--- config.mk ---
export PLATFORM = sky130hd
export DESIGN_NAME = serv_bufreg_wide
export DESIGN_NICKNAME = d
export VERILOG_FILES = /design/src/rtl/serv_bufreg_wide.sv
export SDC_FILE = /design/constraint.sdc
export NUM_CORES = 1
export LEC_CHECK = 0
export BUFFER_PORTS_ARGS = -buffer_cell sky130_fd_sc_hd__buf_2
export CAP_MARGIN = 20
export CORE_MARGIN = 10
export CORE_UTILIZATION = 50
export DETAILED_ROUTE_END_ITERATION = 10
export GPL_ROUTABILITY_DRIVEN = 0
export GPL_TIMING_DRIVEN = 0
export PLACE_DENSITY = 0.79
export SYNTH_ARGS = -nofsm -noshare
export SYNTH_HDL_FRONTEND = slang
export SYNTH_SLANG_ARGS = --single-unit
--- constraint.sdc ---
create_clock -name i_clk -period 3.4 [get_ports i_clk]
set_clock_uncertainty 0.2 [all_clocks]
set_input_delay 0.68 -clock i_clk [delete_from_list [all_inputs] [get_ports i_clk]]
set_output_delay 0.68 -clock i_clk [all_outputs]
set_load 0.005 [all_outputs]
--- src/rtl/serv_bufreg_wide.sv ---
// serv_bufreg_wide: width-parametrised self-sequencing buffer register for the digit-serial core.
// Accumulates rs1+imm, shifts right/left or holds over 32/W beats per pass.
module serv_bufreg_wide #(
  parameter int W   = 1,
  parameter bit MDU = 1'b1,
  parameter int B   = W-1
) (
  input  logic        i_clk,
  input  logic        i_rst_n,
  input  logic        i_start,
  input  logic [1:0]  i_mode,
  input  logic        i_rs1_en,
  input  logic        i_imm_en,
  input  logic        i_clr_lsb,
  input  logic        i_sh_signed,
  input  logic        i_mdu_op,
  input  logic [B:0]  i_rs1,
  input  logic [B:0]  i_imm,
  output logic [B:0]  o_q,
  output logic        o_busy,
  output logic        o_done,
  output logic [1:0]  o_lsb,
  output logic [31:0] o_dbus_adr,
  output logic [31:0] o_ext_rs1
);
  localparam int N  = 32 / W;
  localparam int CW = (N > 1) ? $clog2(N) : 1;
  typedef enum logic [1:0] {IDLE, RUN, DONE} state_t;
  state_t        state_q, state_d;
  logic [CW-1:0] cnt_q, cnt_d;
  logic          carry_q, carry_d;
  logic [31:0]   data_q, data_d;
  logic [B:0]    clr_mask;
  logic [W:0]    sum;
  logic [31:0]   data_top;
  always_comb begin
    clr_mask = W'((cnt_q == '0) && i_clr_lsb);
    sum      = {1'b0, i_rs1 & {W{i_rs1_en}}} + {1'b0, i_imm & {W{i_imm_en}} & ~clr_mask} + (W+1)'(carry_q);
    data_top = data_q >> (32 - W);
    state_d  = state_q;
    cnt_d    = cnt_q;
    carry_d  = carry_q;
    data_d   = data_q;
    o_q      = '0;
    case (state_q)
      IDLE: if (i_start) begin
        state_d = RUN;
        cnt_d   = '0;
        carry_d = 1'b0;
      end
      RUN: begin
        cnt_d   = cnt_q + CW'(1);
        state_d = (cnt_q == CW'(N-1)) ? DONE : RUN;
        case (i_mode)
          2'b00: begin
            data_d  = (data_q >> W) | (32'(sum[B:0]) << (32 - W));
            carry_d = sum[W];
            o_q     = data_q[B:0];
          end
          2'b01: begin
            // Vacated top digit is filled with the sign bit for arithmetic shifts
            data_d = (data_q >> W) | ({32{data_q[31] & i_sh_signed}} & ~(32'hFFFF_FFFF >> W));
            o_q    = data_q[B:0];
          end
          2'b10: begin
            data_d = data_q << W;
            o_q    = data_top[B:0];
          end
          default: ;
        endcase
      end
      DONE:    state_d = IDLE;
      default: state_d = IDLE;
    endcase
  end
  always_ff @(posedge i_clk or negedge i_rst_n) begin
    if (!i_rst_n) begin
      state_q <= IDLE;
      cnt_q   <= '0;
      carry_q <= 1'b0;
      data_q  <= '0;
    end else begin
      state_q <= state_d;
      cnt_q   <= cnt_d;
      carry_q <= carry_d;
      data_q  <= data_d;
    end
  end
  assign o_busy     = (state_q == RUN);
  assign o_done     = (state_q == DONE);
  assign o_lsb      = (MDU && i_mdu_op) ? 2'b00 : data_q[1:0];
  assign o_dbus_adr = {data_q[31:2], 2'b00};
  assign o_ext_rs1  = data_q;
endmodule

# After elaboration in Yosys (flattened, before gate mapping)

Index checks and enable logic that the tools add are counted.

Bits of input ports: 12
Register bits: 40
Memory bits (read-only): 0
Bits in latches: 0
Output and inout port bits: 69
Memories kept: 0
Memory bits (writable): 0
Word-level logic and storage cells: 43

Bitwise logic cells: 7
Muxes and demuxes: 12
Shift-type cells: 0
Order comparisons: 0
Reductions and logical operators: 10
$mul: 0
$add $sub $neg: 3
Equal/unequal tests: 7
Div/mod/pow operators: 0

Operators by type and width:

| kind                                                                     | number |
|---|---|
| 32-bit case mux with 3 select lines                                      | 1 |
| 31-bit by 32-bit bitwise OR with 32-bit output                           | 2 |
| 5-bit case mux with 2 select lines                                       | 1 |
| 2-bit 2-to-1 mux                                                         | 3 |
| 5-bit by 1-bit adder with 5-bit output (second input constant)           | 1 |
| 5-bit == test (second input constant)                                    | 1 |
| 5-bit zero test                                                          | 1 |
| 5-bit 2-to-1 mux                                                         | 1 |
| 1-bit bitwise AND                                                        | 4 |
| 2-bit by 1-bit == test with 1-bit output (second input constant)         | 2 |
| 2-bit == test (second input constant)                                    | 2 |
| 2-bit zero test                                                          | 2 |
| 1-bit case mux with 2 select lines                                       | 2 |
| 2-bit case mux with 2 select lines                                       | 1 |
| 2-bit AND reduction                                                      | 2 |
| 1-bit 2-to-1 mux                                                         | 3 |
| 3-bit AND reduction                                                      | 1 |
| 3-bit nonzero test                                                       | 1 |
| 1-bit by 1-bit adder with 2-bit output                                   | 1 |
| 2-bit by 1-bit adder with 2-bit output                                   | 1 |
| 2-bit by 1-bit inequality test with 1-bit output (second input constant) | 1 |
| 2-bit inequality test (second input constant)                            | 1 |
| 2-bit nonzero test                                                       | 1 |
| 2-bit OR reduction                                                       | 1 |
| 2 further kinds                                                          | 2 |

# Longest topological paths before layout

Gate-level depths: netlist (run 1).

Depth after elaboration: 8
Depth in mapped cells: 9
Depth with buffers taken out: 9

# Least setup slack after synthesis (run 1)

No wires, ideal clock.

Path type: input -> output
From: in i_mode[0]
To: out o_q
Required time: 2.520 ns
Path slack: 1.067 ns
Cell stages on the path: 6
Arrival time: 1.453 ns
Buffers on the path: 3
Cells stage by stage: buf_4 > nor2b_4 > buf_12 > buf_12 > a2bb2oi_1 > nor2_1

Word-level cells in the longest chain between the ends: 4
Elaborated cells between the ends (all ways): 6
Classes of those cells: 2 x eq/ne; 2 x mux; 2 x reduce/logical

Ends and longest elaborated chain:

| what                                                                        | RTL line | text |
|---|---|---|
| start: declaration                                                          | 11       | `input logic [1:0] i_mode,` |
| 2-bit by 1-bit == test with 1-bit output or 2-bit zero test (tied branches) | 54       | `case (i_mode)` |
| 2-bit OR reduction (no source line)                                         | --       |  |
| 1-bit case mux with 2 select lines *                                        | 54       |  |
| 1-bit 2-to-1 mux *                                                          | 45       | `case (state_q)` |
| end: declaration                                                            | 19       | `output logic [B:0] o_q,` |

Mark *: on every way between the ends. The rest lies on a longest branch, timed or not.

# Final worst setup path (run 1)

Ends and elaborated chain as after synthesis.

==> results of run 1 <==
[metrics by stage]
| stage | util (%) | setup slack [ns] |
|---|---|---|
| floorplan | - | 1.07 |
| global placement | 60.9 | 0.911 |
| detailed placement | 60.9 | 0.885 |
| CTS | 63.2 | 0.886 |
| global route | 63.2 | 0.845 |
| finish | 63.2 | 0.890 |
[cell type report]
class / instances / area (µm²) / share of cell area (%)
sequential: 40 / 1000 / 33.7
multi-input combinational: 134 / 1020 / 34.4
tap: 54 / 67.6 / 2.28
clock buffer: 6 / 72.6 / 2.45
inverter: 5 / 18.8 / 0.633
clock inverter: 2 / 35.0 / 1.18
timing repair buffer: 76 / 380 / 12.8
buffer: 45 / 370 / 12.5
[path summary, 6_finish.rpt]
check | endpoint | slack [ns] | cells after the start
worst max-delay path | o_q | 0.89 | 7
worst min-delay path | carry_q | 0.30 | 1
worst max register to register | o_ext_rs1[31] | 1.03 | 9
worst min register to register | cnt_q[4] | 0.34 | 1
max in group asynchronous | o_ext_rs1[13] | 2.14 | 1
min in group i_clk | cnt_q[4] | 0.34 | 1
[worst max-delay path, stage by stage]
cell       delay [ns]
buf_4            0.15
nor2b_4          0.20
buf_12           0.18
buf_12           0.14
a2bb2oi_1        0.06
nor2_1           0.08
buf_2            0.12
[routing by layer]
layer	part of all wire, %	GRT usage (%)
met5	0	0
met4	1.9	5.78
met3	5.0	3.28
met1	43	17.6
met2	50	24.6
[registers in the layout (all words and copies together) (netlist names)]
register / count
cnt_q: 5
carry_q: 1
state_q: 2
o_ext_rs1: 32
[cell usage after synthesis, drive strengths merged (2+ instances only)]
library cell	number
a21oi	57
buf	42
dfrtp	40
mux2i	27
mux2	8
a22o	5
inv	5
nand2	5
nor2	5
clkbuf	3
ha	3
nor2b	3
o21ai	3
nand2b	2
nand3	2
[power by group through the flow]
stage | registers [mW] | clock network (mW) | logic (mW)
2_1_floorplan | 0.903 | 0 | 0.819
3_3_place_gp | 0.947 | 0 | 1.26
3_5_place_dp | 0.955 | 0 | 1.30
4_1_cts | 0.948 | 0.391 | 1.30
5_1_grt | 0.990 | 0.412 | 1.41
6_report | 0.944 | 0.384 | 1.27
[layout by cell type, fill, tap and decap left out, types with 2 or more instances in the layout]
| cell | instances |
|---|---|
| a21oi_1 | 37 |
| nor2b_1 | 2 |
| mux2i_1 | 27 |
| mux2_2 | 4 |
| clkbuf_8 | 5 |
| clkbuf_1 | 4 |
| mux2_1 | 4 |
| conb_1 | 2 |
| a21oi_2 | 20 |
| buf_6 | 3 |
| a22o_1 | 5 |
| nor2_1 | 5 |
| dfrtp_1 | 40 |
| buf_4 | 34 |
| nand3_1 | 2 |
| ha_1 | 3 |
| buf_2 | 78 |
| inv_1 | 4 |
| buf_12 | 3 |
| o21ai_1 | 2 |
| nand2_1 | 4 |
[cells by family (layout without fill, tap and decap cells)]
| logic type | count (synthesis) | count (layout) | share of synthesized area, % |
|---|---|---|---|
| mux | 35 | 35 | 15.0 |
| buf+inv | 50 | 134 | 16.2 |
| other cells | 1 | 2 | 0.156 |
| compound gates | 71 | 71 | 19.4 |
| fa+ha+maj | 4 | 4 | 2.39 |
| simple gates | 22 | 22 | 5.30 |
| flops | 40 | 40 | 41.6 |
==> results, run 1 <==
- The run finished with clean final reports.
- The TritonCTS buffer count is 5.
- In this run the standard cell core region covers 0.00469 mm².
- The tightest hold margin is 0.301 ns.
- The number of synthesis warnings is 0.
- In the final layout, the share of cells above drive strength 1 is 49.7%.
- dfrtp_1 takes more of the synthesized area than any other cell.
- Once the floorplan was initialized, standard cells occupied 51.3% of the core.
- CTS built an H-tree with a depth of 2.
- The detail route stage leaves a number of antenna-violating nets equal to 0.
- STA classifies the critical path endpoint as an output pin.
- The die area is 0.00799 mm².
- The clock tree from TritonCTS is built.
- The buffer cell driving the clock tree root is clkbuf_8.
- The share of power burned in registers is 36.3%.
- For this design the ratio of total power to cell area is 875 mW/mm².
- The number of slew-limit violations in the final report was 0.
- Counting tap cells, the placed design contains a total of 354 instances.
- The number of global-route vias before repair came to 1827.
- The instance area at placement is 0.00286 mm².
- The combinational share of power is 48.9%.
- The maximum buffer depth of the clock tree is 2.
- The number of antenna violations at the first check in global routing is 0.
- Setup violations remaining at the end of the flow were counted as 0.
- STA puts the critical path data arrival time at 1.63 ns.
- The pre-antenna-repair detailed-routing pass consisted of 4 iterations.
- The shortest clock period the worst path allows after layout is 2.51 ns.
- Summing the sequential cell areas from Yosys gives 41.6% of the chip area.
- The first global-routing pass estimated 9.18 mm of wire.
- The critical path starts at i_mode[0].
- Setup repair after global routing left no endpoint under its margin.
- The ratio of final minimum period to clock period is 73.8%.
- For this design the total switching power over the nets is 982 µW.
- In the post-synthesis netlist, the biggest area contributors are dfrtp_1 42%, mux2i_1 11%, buf_4 11%.
- VDD sags by at most 0.401 mV.
- At the pin with the least slew margin, the transition time is 0.885 ns.
- Of the total power, the clock network draws 14.8%.
- The number of remaining DRC errors is 0.
- The count of buffers added on input and output ports is 76.
- The post-synthesis instance area is 0.00241 mm².
- The first routing iteration left 45 violations.
- The count of nets after finishing is 323.
- Measured against its own limit, the worst slew margin works out to 41.0%.
- The number of hold violations in the final report is 0.
- The register clock-pin slew on the reported worst setup and hold paths is 0.08 ns.
- The start of the worst register-to-register path is cnt_q[0].
- The number of vias after detailed routing is 1841.
- The final design area excluding fillers is 0.00297 mm².
- Setup total negative slack on the finished layout was measured at 0 ns.
- Global routing used 14.6% of the available tracks across all layers.
- The internal power is 1.61 mW.
- Counting flops with a built-in enable in the synthesized netlist gives 0.
- The HPWL after detailed placement is 4.19 mm.
- The count of non-filler cells in the finished layout is 362.
- Using the TritonRoute via totals, the vias-per-cell ratio works out to 5.09.
- Yosys mapped the design onto 38 distinct sky130hd cell types.
- The critical path required time is 2.52 ns.
- The pin count of the biggest net entering global routing is 41.
- The post-synthesis area per instance is 10.8 µm².
- Clock tree synthesis found a total of 40 sinks.
- The maximum net fanout on the critical path is 10.
- The total number of placement rows is 25.
- The share of flip-flops with an asynchronous set or reset is 100%.
- Buffers added to address setup during post-CTS repair amount to 0.
- The overall die width is 89.4 µm.
- The fraction of synthesized cell area taken by the top area cell type is 41.6%.
- The residual overflow from global routing is 0.
- For the worst-skew pair, the clock arrives at the later sink with an insertion delay of 0.29 ns.
- The number of antenna diodes in the final layout is 0.
- For this design the static power due to leakage is 1.30 nW.
- The startpoint type of the worst setup path is a primary input.
- The number of instances in the synthesized netlist is 223.
- For this run, the leading register cell type out of synthesis is dfrtp_1.
- The layout overhead on the synthesized area is 23.2%.
- Counting flops and latches in the post-synthesis netlist gives 40.
- Once the clock tree was built, the resizer swapped 0 gates to a different size.
- The die boundary height is 89.4 µm.
- The net switching share of the total power is 37.8%.
- The hold-fix buffer count after cts is 0.
- Across the run, the number of max-cap violations was 0.
- 81 I/O pins were placed.
- For this block, the routed nets add up to 5.68 mm of wire.
- The path class of the lowest-slack min-delay path is primary input to async pin.
- The filler cells instantiated in the layout total 401.
- Static timing analysis puts the maximum clock frequency at 0.398 GHz.
- The final total power is 2.60 mW.
- In the final routed layout, each cell accounts on average for 15.7 µm.
- The critical path class is primary input to output pin.
Note: power is estimated with default switching activity, not from simulation.
==> run 2, diff against run 1 <==
--- a/config.mk
+++ b/config.mk
@@ -8,11 +8,11 @@
 export BUFFER_PORTS_ARGS = -buffer_cell sky130_fd_sc_hd__buf_2
 export CAP_MARGIN = 20
 export CORE_MARGIN = 10
-export CORE_UTILIZATION = 50
+export CORE_UTILIZATION = 46
 export DETAILED_ROUTE_END_ITERATION = 10
 export GPL_ROUTABILITY_DRIVEN = 0
 export GPL_TIMING_DRIVEN = 0
-export PLACE_DENSITY = 0.79
+export PLACE_DENSITY = 0.77
 export SYNTH_ARGS = -nofsm -noshare
 export SYNTH_HDL_FRONTEND = slang
 export SYNTH_SLANG_ARGS = --single-unit
==> constraint.sdc (replaced) <==
create_clock -name i_clk -period 2.3 [get_ports i_clk]
set_clock_uncertainty 0.2 [all_clocks]
set_input_delay 0.46 -clock i_clk [delete_from_list [all_inputs] [get_ports i_clk]]
set_output_delay 0.46 -clock i_clk [all_outputs]
set_load 0.005 [all_outputs]
==> results, run 2 (same netlist as run 1, synthesis figures left out) <==
- The overall die width is 92.3 µm (+3.3%).
- Clock tree synthesis selected as its root buffer the cell clkbuf_8.
- The critical path goes through inv_1 -> ha_2 -> nor4b_4 -> nand2_1 -> nand3_2 -> fa_1 -> nor3b_4 -> a21oi_2 -> a211o_1.
- The boundary pin count is 81 (unchanged).
- The transition at the pin with the smallest max-transition slack is 0.903 ns (+0.0185 ns).
- The shortest clock period the worst path allows after layout is 2.22 ns.
- The insertion delay of the later-clocked pin in the worst-skew pair is 0.29 ns (about the same).
- The run finished with clean final reports.
- The number of flip-flops under the largest register name is 32 (unchanged).
- The core footprint was 0.00511 mm² (+8.9%).
- The hold-fix buffer count after cts is 0 (unchanged).
- The starting utilization of the core area is 47.1% (-4.2 points).
- The normalized max-slew margin is 39.8% (-1.2 points).
- The worst setup slack after placement is -0.0415 ns (-0.927 ns).
- The total track usage was 13.4% (-1.2 points).
- The number of nets with antenna violations after routing is 0 (unchanged).
- The number of global-route vias before repair is 1946 (+6.5%).
- The fraction of final layout cells with drive strength greater than 1 is 52.3% (+2.6 points).
- The register clock-pin slew on the reported worst setup and hold paths is 0.08 ns (about the same).
- The tightest hold margin is 0.0885 ns (-0.212 ns).
- The total wire length is 5.91 mm (+4.1%).
- The depth of the CTS H-tree is 2 (unchanged).
- The number of remaining DRC errors is 0 (unchanged).
- The total number of placement rows is 26 (+4.0%).
- The final total power is 3.87 mW (+49%).
- The maximum buffer depth of the clock tree was 2 (unchanged).
- The number of antenna violations at the first check in global routing is 0 (unchanged).
- The total negative setup slack came to 0 ns (unchanged).
- The TritonCTS buffer count came to 5 (unchanged).
- The number of antenna diodes is 0 (unchanged).
- The first-pass detailed-route iteration total came to 4 (unchanged).
- The number of vias after detailed routing was 1901 (+3.3%).
- The kind of cell with the highest combined delay along the critical path is adder cells.
- The number of maximum-capacitance violations was 0 (unchanged).
- The residual overflow from global routing is 0 (unchanged).
- The number of slew-limit violations in the final report is 0 (unchanged).
- The count of nets after finishing is 326 (+0.93%).
- The average via count per standard cell is 5.00 (-1.6%).
- STA classifies the critical path endpoint as a flip-flop.
- The count of input and output buffers was 76 (unchanged).
- The worst hold path belongs to the class primary input to async pin.
- The stage delay of the slowest cell on the critical path is 0.49 ns (+0.29 ns).
- The count of non-filler cells in the finished layout is 380 (+5.0%).
- The first-pass GRT wire length is 9.63 mm (+4.8%).
- The die boundary height is 92.3 µm (+3.3%).
- The leakage dissipation is 1.32 nW (+1.5%).
- TritonCTS built the clock tree.
- The power per standard cell area is 1270 mW/mm² (+46%).
- The critical path required time is 2.28 ns (-0.24 ns).
- The HPWL after detailed placement is 4.21 mm (+0.42%).
- The critical path class is flip-flop to flip-flop.
- In the layout the commonest cells are 78 x buf_2, 40 x dfrtp_1, 37 x buf_4.
- The library cell used most frequently in the layout, excluding fill and tap cells, is buf_2.
- The area used by multi-input combinational logic is 0.00106 mm² (+4.2%).
- The initial detailed-routing violation count is 61 (+36%).
- The slack of the critical path is 0.0753 ns (-0.814 ns).
- The maximum net fanout on the critical path was 3 (-7).
- The number of hold violations in the final report was 0 (unchanged).
- The number of buffers and inverters on the critical path was 1 (-3).
- The top achievable clock speed is 0.449 GHz.
- The number of endpoints failing setup at the final stage is 0 (unchanged).
- After layout, the worst path uses 96.7% of the clock period.
- The die area was 0.00853 mm² (+6.7%).
- The maximum vdd drop came to 0.633 mV (+58%).
- The number of sinks driven by the clock tree is 40 (unchanged).
- The storage element area was 0.00100 mm² (unchanged).
- Relative to the synthesized area, the layout overhead comes to 26.3%.
- The number of cells in the design after placement was 370 (+4.5%).
- The data arrival time of the critical path was 2.20 ns (+0.57 ns).
- The pin count of the biggest net entering global routing is 41 (unchanged).
- The routed wirelength normalized by instance count is 15.6 µm (-0.79%).
- STA classifies the critical path startpoint as a flip-flop.
- The filler cell count in the final layout is 452 (+13%).
- On the critical path, the stage with the largest delay is an instance of fa_1.
==> run 2: final timing paths <==
check | start | to | slack, ns | depth (start not counted)
max in group asynchronous | i_rst_n | o_ext_rs1[29] | 1.24 | 1
setup reg to reg | cnt_q[1] | o_ext_rs1[31] | 0.08 | 9
min in group i_clk | i_mode[1] | o_ext_rs1[0] | 0.31 | 3
setup / recovery | cnt_q[1] | o_ext_rs1[31] | 0.08 | 9
hold / removal | i_rst_n | state_q[0] | 0.09 | 1
hold reg to reg | cnt_q[1] | cnt_q[1] | 0.34 | 1
==> run 2: what timing repair did <==
| item | in CTS | in global routing |
|---|---|---|
| pin swaps | 0 | 1 |
| endpoints found under the setup margin | 1 | 1 |
| gates resized for setup | 2 | 6 |
| setup buffers | 1 | 2 |
==> run 2: cell type report <==
class	instances	share of cell area (%)
sequential	40	32.9
inverter	5	0.617
timing repair buffer	79	13.3
tap	70	2.88
clock buffer	7	3.17
multi-input combinational	134	35.0
buffer	45	12.2
==> run 2: layer usage <==
metal | vias to the layer above | GRT usage [%] | part of all wire (%)
met5 | - | 0 | 0
met4 | 0 | 4.37 | 1.2
met3 | 6 | 4.36 | 6.4
met2 | 48 | 22.9 | 51
met1 | 924 | 15.5 | 42
li1 | 923 | - | -
==> run 2: report_power, final <==
group,internal (mW),switching [mW]
registers,1.00,0.396
clock network,0.267,0.240
logic,1.11,0.855
==> run 2: metrics by stage <==
stage               utilization (%)  instance area, µm²
global route                   59.5                3040
floorplan                         -                2410
CTS                            58.6                2990
global placement               56.4                2880
finish                         59.5                3040
detailed placement             56.4                2880
